`src/rtl/opl3_pkg.sv`:
```
// Shared OPL3 types and constants: register-file write bus and host write queue entry.
package opl3_pkg;

    localparam int unsigned REG_FILE_DATA_WIDTH = 8;
    localparam int unsigned HOST_FIFO_DEPTH     = 16;
    localparam int unsigned HOST_WR_SPACING     = 4;

    typedef struct packed {
        logic                           bank_num;
        logic [7:0]                     address;
        logic [REG_FILE_DATA_WIDTH-1:0] data;
    } host_wr_entry_t;

    typedef struct packed {
        logic                           valid;
        logic                           bank_num;
        logic [7:0]                     address;
        logic [REG_FILE_DATA_WIDTH-1:0] data;
    } opl3_reg_wr_t;

endpackage

```
`src/rtl/opl3_host_fifo.sv`:
```
// Synchronous FIFO with registered read data, registered full/empty and a separate level counter.
module opl3_host_fifo
    import opl3_pkg::*;
#(
    parameter int unsigned DEPTH = HOST_FIFO_DEPTH,
    parameter type entry_t = host_wr_entry_t
) (
    input  logic                   clk,
    input  logic                   reset,
    input  logic                   push,
    input  entry_t                 push_data,
    input  logic                   pop,
    output entry_t                 rd_data,
    output logic                   full,
    output logic                   empty,
    output logic [$clog2(DEPTH):0] level
);

    localparam int unsigned PTR_W = $clog2(DEPTH);
    localparam int unsigned LVL_W = PTR_W + 1;

    entry_t             mem_q [DEPTH];
    entry_t             rd_data_q;
    logic [PTR_W-1:0]   wr_ptr_q, rd_ptr_q;
    logic [LVL_W-1:0]   level_q, level_d;
    logic               full_q, empty_q;
    logic               push_ok, pop_ok;

    assign push_ok = push & ~full_q;
    assign pop_ok  = pop & ~empty_q;
    assign level_d = level_q + LVL_W'(push_ok) - LVL_W'(pop_ok);

    always_ff @(posedge clk) begin
        if (push_ok) begin
            mem_q[wr_ptr_q] <= push_data;
        end
    end

    always_ff @(posedge clk) begin
        if (reset) begin
            wr_ptr_q  <= '0;
            rd_ptr_q  <= '0;
            level_q   <= '0;
            full_q    <= 1'b0;
            empty_q   <= 1'b1;
            rd_data_q <= '0;
        end else begin
            if (push_ok) wr_ptr_q <= wr_ptr_q + PTR_W'(1);
            if (pop_ok) begin
                rd_ptr_q  <= rd_ptr_q + PTR_W'(1);
                rd_data_q <= mem_q[rd_ptr_q];
            end
            level_q <= level_d;
            full_q  <= (level_d == LVL_W'(DEPTH));
            empty_q <= (level_d == '0);
        end
    end

    assign rd_data = rd_data_q;
    assign full    = full_q;
    assign empty   = empty_q;
    assign level   = level_q;

endmodule

```
`src/rtl/opl3_host_if.sv`:
```
// Host port front end: latches address/bank, queues data writes and emits
// rate-limited single-cycle register-file write pulses.
module opl3_host_if
    import opl3_pkg::*;
#(
    parameter int unsigned FIFO_DEPTH = HOST_FIFO_DEPTH,
    parameter int unsigned WR_SPACING = HOST_WR_SPACING
) (
    input  logic                        clk,
    input  logic                        reset,
    input  logic                        host_wr,
    input  logic [1:0]                  host_addr,
    input  logic [7:0]                  host_data,
    output opl3_reg_wr_t                opl3_reg_wr,
    output logic [$clog2(FIFO_DEPTH):0] fifo_level,
    output logic                        fifo_full,
    output logic                        overflow,
    output logic                        busy
);

    localparam int unsigned LVL_W = $clog2(FIFO_DEPTH) + 1;
    localparam int unsigned CNT_W = (WR_SPACING > 1) ? $clog2(WR_SPACING) : 1;

    logic             addr_wr, data_wr, push, pop, fifo_empty;
    logic [7:0]       addr_q;
    logic             bank_q, overflow_q, valid_q, busy_q;
    logic [CNT_W-1:0] cnt_q, cnt_d;
    logic [LVL_W-1:0] level_next;
    host_wr_entry_t   push_entry, rd_entry;

    assign addr_wr = host_wr & ~host_addr[0];
    assign data_wr = host_wr & host_addr[0];

    // Full is judged on the registered count, so a same-edge pop never rescues a write.
    assign push = data_wr & ~fifo_full;
    assign pop  = ~fifo_empty & (cnt_q == '0);

    assign push_entry = '{bank_num: bank_q, address: addr_q, data: host_data};

    always_comb begin
        cnt_d = cnt_q;
        if (pop) begin
            cnt_d = CNT_W'(WR_SPACING - 1);
        end else if (cnt_q != '0) begin
            cnt_d = cnt_q - CNT_W'(1);
        end
    end

    assign level_next = fifo_level + LVL_W'(push) - LVL_W'(pop);

    always_ff @(posedge clk) begin
        if (reset) begin
            addr_q     <= '0;
            bank_q     <= 1'b0;
            overflow_q <= 1'b0;
            valid_q    <= 1'b0;
            cnt_q      <= '0;
            busy_q     <= 1'b0;
        end else begin
            if (addr_wr) begin
                addr_q <= host_data;
                bank_q <= host_addr[1];
            end
            if (data_wr && fifo_full) overflow_q <= 1'b1;
            valid_q <= pop;
            cnt_q   <= cnt_d;
            busy_q  <= (level_next != '0) || (cnt_d != '0);
        end
    end

    opl3_host_fifo #(
        .DEPTH   (FIFO_DEPTH),
        .entry_t (host_wr_entry_t)
    ) u_fifo (
        .clk       (clk),
        .reset     (reset),
        .push      (push),
        .push_data (push_entry),
        .pop       (pop),
        .rd_data   (rd_entry),
        .full      (fifo_full),
        .empty     (fifo_empty),
        .level     (fifo_level)
    );

    // Payload fields hold between pulses because the FIFO read register only loads on pop.
    assign opl3_reg_wr = {valid_q, rd_entry};
    assign overflow    = overflow_q;
    assign busy        = busy_q;

endmodule

```
`config.mk`:
```
export PLATFORM = sky130hd
export DESIGN_NAME = opl3_host_if
export DESIGN_NICKNAME = d
export VERILOG_FILES = /design/src/rtl/opl3_pkg.sv /design/src/rtl/opl3_host_fifo.sv /design/src/rtl/opl3_host_if.sv
export SDC_FILE = /design/constraint.sdc
export NUM_CORES = 1
export LEC_CHECK = 0
export ABC_CLOCK_PERIOD_IN_PS = 3060
export BUFFER_PORTS_ARGS = -buffer_cell sky130_fd_sc_hd__buf_2
export CAP_MARGIN = 20
export CORE_ASPECT_RATIO = 1.5
export CORE_MARGIN = 3
export CORE_UTILIZATION = 35
export DETAILED_ROUTE_END_ITERATION = 10
export HOLD_SLACK_MARGIN = 0.03
export PLACE_DENSITY_LB_ADDON = 0.12
export SYNTH_ARGS = -nofsm -noshare
export SYNTH_HDL_FRONTEND = slang
export SYNTH_SLANG_ARGS = --single-unit
```
`constraint.sdc`:
```
create_clock -name clk -period 3.06 [get_ports clk]
set_input_delay 0.459 -clock clk [delete_from_list [all_inputs] [get_ports clk]]
set_output_delay 0.459 -clock clk [all_outputs]
set_load 0.005 [all_outputs]
```
* After elaboration in Yosys (flattened, before gate mapping)
Memory sizes are Yosys's and may differ from the RTL's. A register that Yosys moved wholly into a read port is not among the register bits. Cells that the tools add are included.
Storage, ports and cells: output and inout bits 26, flip-flop bits (word level) 29, memory bits (writable) 272, memories kept 1, input bits 13, word-level logic and storage cells 40
Memory list:
- u_fifo.mem_q | depth 16, width 17, rd ports 1, clocked after Yosys merged registers in 1, write ports 1, RTL line opl3_host_fifo.sv:22 | entry_t mem_q [DEPTH];
Cells by class: add/subtract/negate cells 7, reductions and logical operators 7, muxes and demuxes 4, bitwise logic cells 9, eq/ne operators 1
Operators by type and width (number):
- 5-bit by 1-bit adder with 5-bit output | 2
- 5-bit by 1-bit subtractor with 5-bit output | 2
- 4-bit by 1-bit adder with 4-bit output, second input constant | 2
- 1-bit bitwise AND | 6
- 5-bit equality test, second input constant | 1
- 5-bit zero test | 1
- 5-bit nonzero test | 1
- 2-bit 2-to-1 mux | 2
- 2-bit nonzero test | 2
- 1-bit inverter | 3
- 2-bit zero test | 1
- 1-bit 2-to-1 mux | 2
- 2-bit by 1-bit subtractor with 2-bit output, second input constant | 1
- 1-bit logical AND | 1
- 1-bit logical OR | 1

* Longest topological paths before layout
Gate-level depths: netlist of run 1.
word-level depth 6, gate-level depth with buffers 13, mapped depth without buffers 13

* Hierarchy
A second synthesis of run 1 with hierarchy kept.
Second synthesis, totals: cell total of the unflattened synthesis 644, area, all modules 12344.3 um^2
Modules (own cells, without submodules):
- opl3_host_fifo | cells an instance 564, sequential area each 8808.4 um^2, area an instance 11671.2 um^2, instances 1
- opl3_host_if | cells an instance 80, sequential area each 280.3 um^2, area an instance 673.1 um^2, instances 1

* Worst setup path before layout of run 1
OpenSTA, ideal clock, no wires.
kind input to register, start in host_wr, end mem u_fifo.mem_q[3][0] (netlist name), enable pin, setup slack 0.481 ns, path buffers 0, data required time 2.648 ns, data arrival time 2.167 ns, setup time 0.412 ns, stages 4, cell sequence nand2_1 > nor2_2 > nand2_1 > nor3_1
On the way: word-level cells in the longest chain between the ends 5
RTL lines:
- start: declaration | RTL line opl3_host_if.sv:11 | input logic host_wr,
- 1-bit bitwise AND | RTL line opl3_host_if.sv:32 | assign data_wr = host_wr & host_addr[0];
- 1-bit bitwise AND | RTL line opl3_host_if.sv:35 | assign push = data_wr & ~fifo_full;
- 1-bit bitwise AND | RTL line opl3_host_fifo.sv:29 | assign push_ok = push & ~full_q;
- via u_fifo.push_ok | RTL line opl3_host_fifo.sv:27 | logic push_ok, pop_ok;
- 1-bit 2-to-1 mux | RTL line opl3_host_fifo.sv:34 | if (push_ok) begin
- 1-bit 2-to-1 mux (not written as such) | RTL line opl3_host_fifo.sv:35 | mem_q[wr_ptr_q] <= push_data;
- end: declaration | RTL line opl3_host_fifo.sv:22
The timed path passes the listed nets, and every way through them passes these cells.

* Worst setup path after layout of run 1
start reg cnt_q[0], end reg u_fifo.full_q (netlist: u_fifo.full)
On the way: word-level cells in the longest chain between the ends 5
RTL lines:
- start: declaration | RTL line opl3_host_if.sv:27 | logic [CNT_W-1:0] cnt_q, cnt_d;
- start signal: assignment | RTL line opl3_host_if.sv:66 | cnt_q <= cnt_d;
- 2-bit zero test | RTL line opl3_host_if.sv:36 | assign pop = ~fifo_empty & (cnt_q == '0);
- 1-bit bitwise AND | RTL line opl3_host_if.sv:36
- via pop | RTL line opl3_host_if.sv:24 | logic addr_wr, data_wr, push, pop, fifo_empty;
- 1-bit bitwise AND | RTL line opl3_host_fifo.sv:30 | assign pop_ok = pop & ~empty_q;
- 5-bit by 1-bit subtractor with 5-bit output | RTL line opl3_host_fifo.sv:31 | assign level_d = level_q + LVL_W'(push_ok) - LVL_W'(pop_ok);
- 5-bit equality test | RTL line opl3_host_fifo.sv:54 | full_q <= (level_d == LVL_W'(DEPTH));
- end signal: assignment | RTL line opl3_host_fifo.sv:54
- end: declaration | RTL line opl3_host_fifo.sv:26 | logic full_q, empty_q;
The timed path passes the listed nets, and every way through them passes these cells. A chain may end at the register's enable or synchronous reset.

==> impl_metrics.ini, run 1 <==
[clocking]
cts_setup_buffers = 0
cts_tree = done
h-tree-depth = 1
cts.sinks = 318
clkTransAtPathRegs_ps = 60
post_cts_resized = 0
clk_path_buf_depth = 3
clkLatencyLatePin_ps = 550
hold_buffers = 0
cts-buffers-inserted = 31
cts-root-buf = clkbuf_16

[floorplanning]
die-width_um = 160
rows = 83
pin_count = 39
dieArea_um2 = 37800
initial_core_util_pct = 35.9
die_h_um = 237
core-area_um2 = 34600

[yosys]
synth_top_family_by_area = multiplexers
ys.flop_type = edfxtp_1
synth_nets = 653
synth_xor_area_share_pct = 0.846
synthSimpleGateAreaFrac_pct = 3.71
synth_area_per_cell_um2 = 19.8
netlist_instances = 627
synthAdderAreaFrac_pct = 1.43
synth-compound-area-share_pct = 2.27
ys_ff_latch = 318
synth.distinct_cells = 37
synthMuxAreaShare_pct = 16.4
async_reset_ff_share_pct = 0
yosysWarnings = 0
yosysSeqAreaShare_pct = 73.2
netlist_area_um2 = 12400
synth-edff-count = 272

[sta]
worst_slew_pin_slew_ps = 962
setup_viol = 0
fin_setup_tns_ps = 0
max-slew-margin-rel_pct = 35.9
fmax_mhz = 398
slew_violations = 0
skew_ps = 9.50
rsz0062_at_grt = no
finalHoldViolations = 0
fin_crit_sh_pct = 82.1
period_needed_ps = 2510

[route]
antenna_left = 0
dr.pass1.iters = 5
totalWireLength_um = 27900
routedWlPerCell_um = 23.5
via_count = 6068
drc = 0
viasPerCell = 5.12
drt_iter0_drc = 420

[critical_path]
rr_startpoint = cnt_q[0]$_SDFF_PP0_
cp_data_arrival_time_ps = 3000
rrSetupSlack_ps = 550
reg2reg_to = u_fifo.full$_SDFF_PP0_
crit_required_ps = 3550
crit_path_end_kind = flip-flop
worst_setup_path_start_kind = flip-flop
rr_worst_depth = 13
cp-endpoint = u_fifo.full$_SDFF_PP0_
criticalPathCategory = flip-flop to flip-flop
crit_fanout = 3
critPathLaunch = cnt_q[0]$_SDFF_PP0_

[pwr]
intPower_mw = 8.31
vdd_drop_max_mv = 0.475
p_sw_mw = 2.83
switching_share_pct = 25.4
power.density_nw_per_um2 = 772
seqPwrFrac_pct = 46.1
finalPower_mw = 11.1
combPwrFrac_pct = 17.5
p_leak_nw = 4.74
pwr-share-clk_pct = 36.4

[cells_and_area]
syn2layout_area_growth_pct = 16.2
final_util_pct = 41.7
nets = 721
layout_common_cells = 272 x edfxtp_1, 43 x dfxtp_1, 40 x mux4_1, 38 x buf_2, 35 x mux2i_1
final_common_cell = edfxtp_1
antennaDiodeCount = 0
drive_above_1_share_pct = 22.9
num-fill-cells = 3044

[min_path]
hp-class = input pin to flip-flop

[grt]
grtUsageTotal_pct = 14.9
antenna_found_initial = 0
overflow = 0
grt_pass1_vias = 6556
grt_pass1_wl_um = 42200
grt_max_degree = 47

[placed_design]
io_buffers = 38
gp_congestion = 0.745
hpwl_um = 17500

[outcome]
run_status = completed

[flow_run]
drv_cap = 0
## stage by stage
step	hold WS [ps]	cell area, um^2	instances	setup slack [ps]
2_1_floorplan	417	12400	627	481
3_3_place_gp	430	13300	1129	662
3_5_place_dp	440	13300	1129	563
4_1_cts	121	14400	1186	517
5_1_grt	159	14400	1186	325
6_report	148	14400	1186	549
## cells in the mapped netlist, types with 2 or more instances
cell	count	area, um^2
inv_1	13	48.8
buf_6	9	101
mux4_1	40	1050
a21o_1	3	22.5
nor3_1	5	25.0
xnor2_1	3	26.3
nand2_1	28	105
clkbuf_1	11	41.3
nor2b_1	3	18.8
ha_1	11	138
mux2i_1	35	350
a21oi_1	15	75.1
o221ai_1	17	149
nand4_1	2	12.5
edfxtp_1	272	8170
nor2_1	27	101
dfxtp_1	46	921
xor2_1	9	78.8
nand3b_1	18	135
fa_1	2	40.0
buf_2	13	65.1
nand2b_1	3	18.8
mux4_2	28	631
## worst min path at each step
stage,from,to,slack (ps),cells past startpoint
floorplan,cnt_q[0]$_SDFF_PP0_,cnt_q[0]$_SDFF_PP0_,420,1
global placement,cnt_q[0]$_SDFF_PP0_,cnt_q[0]$_SDFF_PP0_,430,1
detailed placement,u_fifo.empty$_SDFF_PP1_,cnt_q[0]$_SDFF_PP0_,440,1
CTS,host_addr[1],bank_q$_SDFFE_PP0P_,120,3
global route,host_addr[1],bank_q$_SDFFE_PP0P_,160,3
finish,host_addr[1],bank_q$_SDFFE_PP0P_,150,3
## sequential cells by signal, summed over array words and instances (netlist names)
name             flops
addr_q               8
bank_q               1
busy                 1
cnt_q                2
overflow             1
u_fifo.empty         1
u_fifo.full          1
u_fifo.level         5
u_fifo.mem_q       272
u_fifo.rd_data      17
u_fifo.rd_ptr_q      4
u_fifo.wr_ptr_q      4
valid_q              1
## critical path, stage by stage, from the launching register on
cell,delay (ps)
dfxtp_1,350
nor2_1,70
nand2_1,100
clkinv_1,90
ha_1,270
inv_1,80
ha_1,170
inv_1,60
fa_1,420
nor2b_1,120
o21ai_0,90
nor3b_1,150
nor3_1,270
and3_1,210
## metal layers
layer,track usage (%),up-vias,part of all wire (%),wire (um)
met2,27.3,124,54,15000
met1,18.9,3230,41,11400
met5,0,-,0,0
met4,3.79,0,1.7,471
li1,-,2682,-,-
met3,1.80,32,3.8,1050
## cell families after synthesis
group | Yosys count
AO/OA/AOI/OAI | 40
XOR/XNOR | 12
adder cells (fa/ha/maj) | 13
buffers and inverters | 49
flip-flops | 318
multiplexers | 103
AND/OR/NAND/NOR | 92
## area by class of cell
type                       count  area (um^2)  area share, %
clock buffer                  37          798           5.53
clock inverter                20          293           2.03
inverter                      14         52.6          0.364
multi-input combinational    260         3110           21.5
sequential                   318         9090           63.1
tap                          467          584           4.05
timing repair buffer          70          493           3.42
## power by group through the flow
stage                     combinational, mW  sequential [mW]  clock, mW
after global placement                 1.95             5.23          0
after detailed placement               1.97             5.23          0
after floorplan                        1.45             5.11          0
final                                  1.95             5.13       4.06
after CTS                              1.98             5.14       4.15
after global routing                   2.14             5.17       4.33
No activity file was read; power rests on OpenSTA's default activity.
==> run 2: changes to the inputs <==
ABC_CLOCK_PERIOD_IN_PS = 2200   (was 3060)
clock period = 2.2 ns   (was 3.06 ns; I/O delays follow)
==> run 2 against run 1 <==
First-iteration DRC count decreased by 11%. Power rose by 43%. Clock skew rose by 7.1 ps. Cell area up 2.6%. Critical endpoint unchanged. Largest cell class unchanged.
==> impl_metrics.ini, run 2 (synthesis results as in run 1) <==
[critical_path]
rrSetupSlack_ps = 20
rr_worst_depth = 13
critPathLaunch = u_fifo.empty$_SDFF_PP1_
crit_path_end_kind = flip-flop
worst_setup_path_start_kind = flip-flop
crit_required_ps = 2700
reg2reg_to = u_fifo.full$_SDFF_PP0_
cp_data_arrival_time_ps = 2680
criticalPathCategory = flip-flop to flip-flop
cp-endpoint = u_fifo.full$_SDFF_PP0_
crit_fanout = 3
rr_startpoint = u_fifo.empty$_SDFF_PP1_

[sta]
period_needed_ps = 2180
rsz0062_at_grt = yes
fin_crit_sh_pct = 99.2
holdWs_ps = 64.4
setup_viol = 0
worst_slew_pin_slew_ps = 616
fmax_mhz = 458
skew_ps = 16.6
slew_violations = 0
finalHoldViolations = 0
setup_ws_ps = 17.1
max-slew-margin-rel_pct = 58.9

[pwr]
power.density_nw_per_um2 = 1080
vdd_drop_max_mv = 0.591
combPwrFrac_pct = 19.4
p_sw_mw = 4.09
p_leak_nw = 4.87
intPower_mw = 11.9
seqPwrFrac_pct = 44.7
finalPower_mw = 15.9
pwr-share-clk_pct = 36.0
switching_share_pct = 25.6

[clocking]
cts.sinks = 318
clk_path_buf_depth = 3
cts-root-buf = clkbuf_16
clkLatencyLatePin_ps = 570
cts_tree = done
clkTransAtPathRegs_ps = 60
cts-buffers-inserted = 31
h-tree-depth = 1

[grt]
grt_pass1_vias = 6683
grtUsageTotal_pct = 15.1
overflow = 0
antenna_found_initial = 1
grt_max_degree = 45
grt_pass1_wl_um = 42800

[placed_design]
place_ws_ps = -208
gp_congestion = 0.713
dp.cells = 1141
hpwl_um = 17000
io_buffers = 38

[cells_and_area]
final_common_cell = edfxtp_1
layout_common_cells = 272 x edfxtp_1, 40 x mux4_1, 40 x dfxtp_1, 38 x buf_2, 35 x mux2i_1
top_register = u_fifo.mem_q
syn2layout_area_growth_pct = 19.2
nets = 738
num-fill-cells = 3021
drive_above_1_share_pct = 26.9
largest_reg_flops = 272
antennaDiodeCount = 0
layout.cells.non_filler = 1204

[route]
routedWlPerCell_um = 23.6
dr.pass1.iters = 4
viasPerCell = 5.04
via_count = 6065
antenna_left = 0
totalWireLength_um = 28400
drt_iter0_drc = 373
drc = 0

[floorplanning]
dieArea_um2 = 37800
die_h_um = 237
rows = 83
core-area_um2 = 34600
die-width_um = 160
pin_count = 39
initial_core_util_pct = 35.9

[flow_run]
drv_cap = 0

[outcome]
run_status = completed

[min_path]
hp-class = input pin to flip-flop
run 2: cell types whose count changed in the layout (fill, tap and decap cells not counted), moves of 3 or more:
cell	before	now
buf_12	5	16
buf_4	27	32
clkinv_2	2	5
clkinvlp_4	5	2
dfxtp_1	43	40
dfxtp_2	2	5
nor3_2	4	1
nor3_4	0	4
run 2: how the worst min path moves through the flow:
| stage | from | endpoint | depth (start not counted) |
|---|---|---|---|
| after floorplan | cnt_q[0]$_SDFF_PP0_ | cnt_q[0]$_SDFF_PP0_ | 1 |
| after global placement | cnt_q[0]$_SDFF_PP0_ | cnt_q[0]$_SDFF_PP0_ | 1 |
| after detailed placement | cnt_q[0]$_SDFF_PP0_ | cnt_q[0]$_SDFF_PP0_ | 1 |
| after CTS | host_addr[0] | overflow$_SDFFE_PP0P_ | 3 |
| after global routing | host_addr[0] | overflow$_SDFFE_PP0P_ | 3 |
| final | host_addr[0] | overflow$_SDFFE_PP0P_ | 3 |
run 2: cell type report:
class	count	area, um^2	area share [%]
clock buffers	37	808	5.46
clock inverters	21	304	2.05
inverters	14	60.1	0.406
multi-input cells	260	3180	21.5
flip-flops and latches	318	9100	61.5
well taps	467	584	3.95
repair buffers	87	761	5.14
run 2: repair_timing:
action | CTS | global route
endpoints found under the setup margin | 4 | 4
resized for setup | 10 | 3
pin swaps | 5 | 6
hold buffers | 1 | 0
endpoints found under the hold margin | 1 | 0
setup buffers | 3 | 1
run 2: layer usage:
layer / share of wire (%) / routed length [um] / GRT usage, % / up-vias
li1: - / - / - / 2719
met1: 41 / 11600 / 18.4 / 3202
met3: 3.8 / 1090 / 2.22 / 32
met2: 54 / 15400 / 28.1 / 110
met5: 0.039 / 11 / 0 / -
met4: 1.4 / 398 / 3.50 / 2
run 2: worst max-delay path: stages (launching register included):
cell,delay [ps]
dfxtp_2,330
nor2_4,120
nand2_2,80
clkinv_4,60
ha_4,190
inv_4,60
ha_4,120
inv_2,30
fa_2,330
nor2b_1,130
o21ai_1,80
nor3b_2,170
nor3_2,220
and3_1,190
run 2: through the flow:
stage	util, %	cell area (um^2)	TNS (ps)
6_report	42.8	14800	0
5_1_grt	42.8	14800	-282
4_1_cts	42.8	14800	0
3_5_place_dp	39.3	13600	-472
3_3_place_gp	39.3	13600	-145
2_1_floorplan	-	12500	0
run 2: power groups by stage:
stage                     clock, mW  combinational (mW)  sequential (mW)
after floorplan                   0                2.04             7.12
after global placement            0                2.93             7.24
after detailed placement          0                2.96             7.26
after CTS                      5.89                3.10             7.13
after global routing           6.13                3.39             7.16
final                          5.74                3.09             7.12
==> run 3: changes to the inputs <==
CORE_UTILIZATION = 30   (was 35)
==> run 3 against run 2 <==
Fmax is essentially flat. Via count grew 2.7%. Sequential power shrank 0.6%. Clock power shrank 8.9%. Power shrank 3.6%. Worst hold slack gained 1.2 ps. Cell area shrank 0.61%. Sequential cell count is the same.
==> impl_metrics.ini, run 3 (synthesis results as in run 1) <==
[grt]
grt_busiest_layer = met2
met3_usage_pct = 2.02
grt_pass1_wl_um = 44000
antenna_found_initial = 1
met2_usage_pct = 24.5
grt_max_degree = 35
grt_pass1_vias = 6750
met1_usage_pct = 17.2
overflow = 0
grtUsageTotal_pct = 13.7

[placed_design]
io_buffers = 38
place_ws_ps = -204
gp_congestion = 0.744
dp.cells = 1189
placedInstanceArea_um2 = 13600
hpwl_um = 18600

[sta]
fin_setup_tns_ps = 0
setup_viol = 0
skew_ps = 7.39
period_needed_ps = 2180
worst_slew_pin_slew_ps = 741
setup_ws_ps = 18.9
rsz0062_at_grt = yes
holdWs_ps = 65.7
fmax_mhz = 458
finalHoldViolations = 0
fin_crit_sh_pct = 99.1
max-slew-margin-rel_pct = 50.5
slew_violations = 0

[clocking]
clk_path_buf_depth = 3
clkLatencyLatePin_ps = 560
clkTransAtPathRegs_ps = 60
cts_tree = done
cts-buffers-inserted = 30
h-tree-depth = 1
cts-root-buf = clkbuf_16
cts.sinks = 318

[floorplanning]
dieArea_um2 = 43900
die_h_um = 255
initial_core_util_pct = 30.6
pin_count = 39
die-width_um = 172
core-area_um2 = 40500
rows = 90

[critical_path]
crit_path_end_kind = flip-flop
rr_worst_depth = 13
cp_common_cell = ha_4
worst_setup_path_start_kind = flip-flop
worstPathCellList = nor2_4, nand2_2, clkinv_4, ha_4, inv_4, ha_4, inv_2, fa_2, nor2b_1, o21ai_1, nor3b_2, nor3_2, and3_1
cp_data_arrival_time_ps = 2680
reg2reg_to = u_fifo.full$_SDFF_PP0_
rrSetupSlack_ps = 20
rr_startpoint = u_fifo.empty$_SDFF_PP1_
crit_slowest_cell = dfxtp_2
crit_required_ps = 2700
criticalPathCategory = flip-flop to flip-flop
cpPeakStageDelay_ps = 330
crit_fanout = 3

[cells_and_area]
syn2layout_area_growth_pct = 18.5
stdcell_area_um2 = 14700
num-fill-cells = 3784
drive_above_1_share_pct = 27.4
final_common_cell = edfxtp_1
top_register = u_fifo.mem_q
layout.cells.non_filler = 1248
largest_reg_flops = 272
nets = 745
antennaDiodeCount = 0
layout_common_cells = 272 x edfxtp_1, 46 x buf_4, 40 x mux4_1, 40 x dfxtp_1, 38 x buf_2

[outcome]
run_status = completed

[route]
totalWireLength_um = 29700
routedWlPerCell_um = 23.8
viasPerCell = 4.99
drc = 0
antenna_left = 0
dr.pass1.iters = 4
via_count = 6231
drt_iter0_drc = 275

[flow_run]
drv_cap = 0

[pwr]
p_leak_nw = 4.82
power.density_nw_per_um2 = 1050
vdd_drop_max_mv = 0.641

[min_path]
hp-class = input pin to flip-flop
hold_end = overflow$_SDFFE_PP0P_
hold_depth = 3
min_from = host_wr
run 3: worst max-delay path: cells and delay by family, from the launching register on:
family	cells	cell delay, ps
adders and majority gates	3	640
buffers and inverters	3	150
AOI/OAI and AO/OA	1	90
and+or+nand+nor	6	920
DFF	1	330
run 3: how the worst max path moves through the flow:
| stage | start | to | slack, ps | cells past startpoint |
|---|---|---|---|---|
| after floorplan | cnt_q[1]$_SDFF_PP0_ | u_fifo.full$_SDFF_PP0_ | 2 | 13 |
| after global placement | cnt_q[1]$_SDFF_PP0_ | u_fifo.full$_SDFF_PP0_ | -130 | 13 |
| after detailed placement | cnt_q[1]$_SDFF_PP0_ | u_fifo.full$_SDFF_PP0_ | -200 | 13 |
| after CTS | u_fifo.empty$_SDFF_PP1_ | u_fifo.full$_SDFF_PP0_ | 10 | 13 |
| after global routing | u_fifo.empty$_SDFF_PP1_ | u_fifo.full$_SDFF_PP0_ | -150 | 13 |
| final | u_fifo.empty$_SDFF_PP1_ | u_fifo.full$_SDFF_PP0_ | 20 | 13 |
run 3: report_power, final:
part	switching [mW]	internal, mW	total [mW]
logic	1.55	1.52	3.07
registers	0.250	6.83	7.08
clock network	2.28	2.96	5.23
run 3: layout make-up:
cell class	count	area, um^2	area share [%]
clock buffer	35	791	5.38
sequential	318	9100	61.9
tap	506	633	4.30
timing repair buffer	95	736	5.00
multi-input combinational	260	3180	21.6
clock inverter	20	210	1.43
inverter	14	60.1	0.408
run 3: routing by layer:
| metal | share of wire [%] | wire length (um) |
|---|---|---|
| met5 | 0.044 | 13 |
| met3 | 3.6 | 1080 |
| met1 | 41 | 12300 |
| met2 | 52 | 15600 |
| met4 | 2.7 | 796 |
run 3: what timing repair did:
action	CTS	global route
hold buffers	2	0
pin swaps	6	6
gates cloned	0	0
setup endpoints to repair	4	4
buffers inserted	1	1
gates resized for setup	12	0
hold endpoints to repair	2	0
run 3: through the flow:
step / utilization (%) / power, mW
after floorplan: - / 9.15
after global placement: 33.6 / 10.2
after detailed placement: 33.6 / 10.2
after CTS: 36.3 / 15.6
after global routing: 36.3 / 16.1
final: 36.3 / 15.4
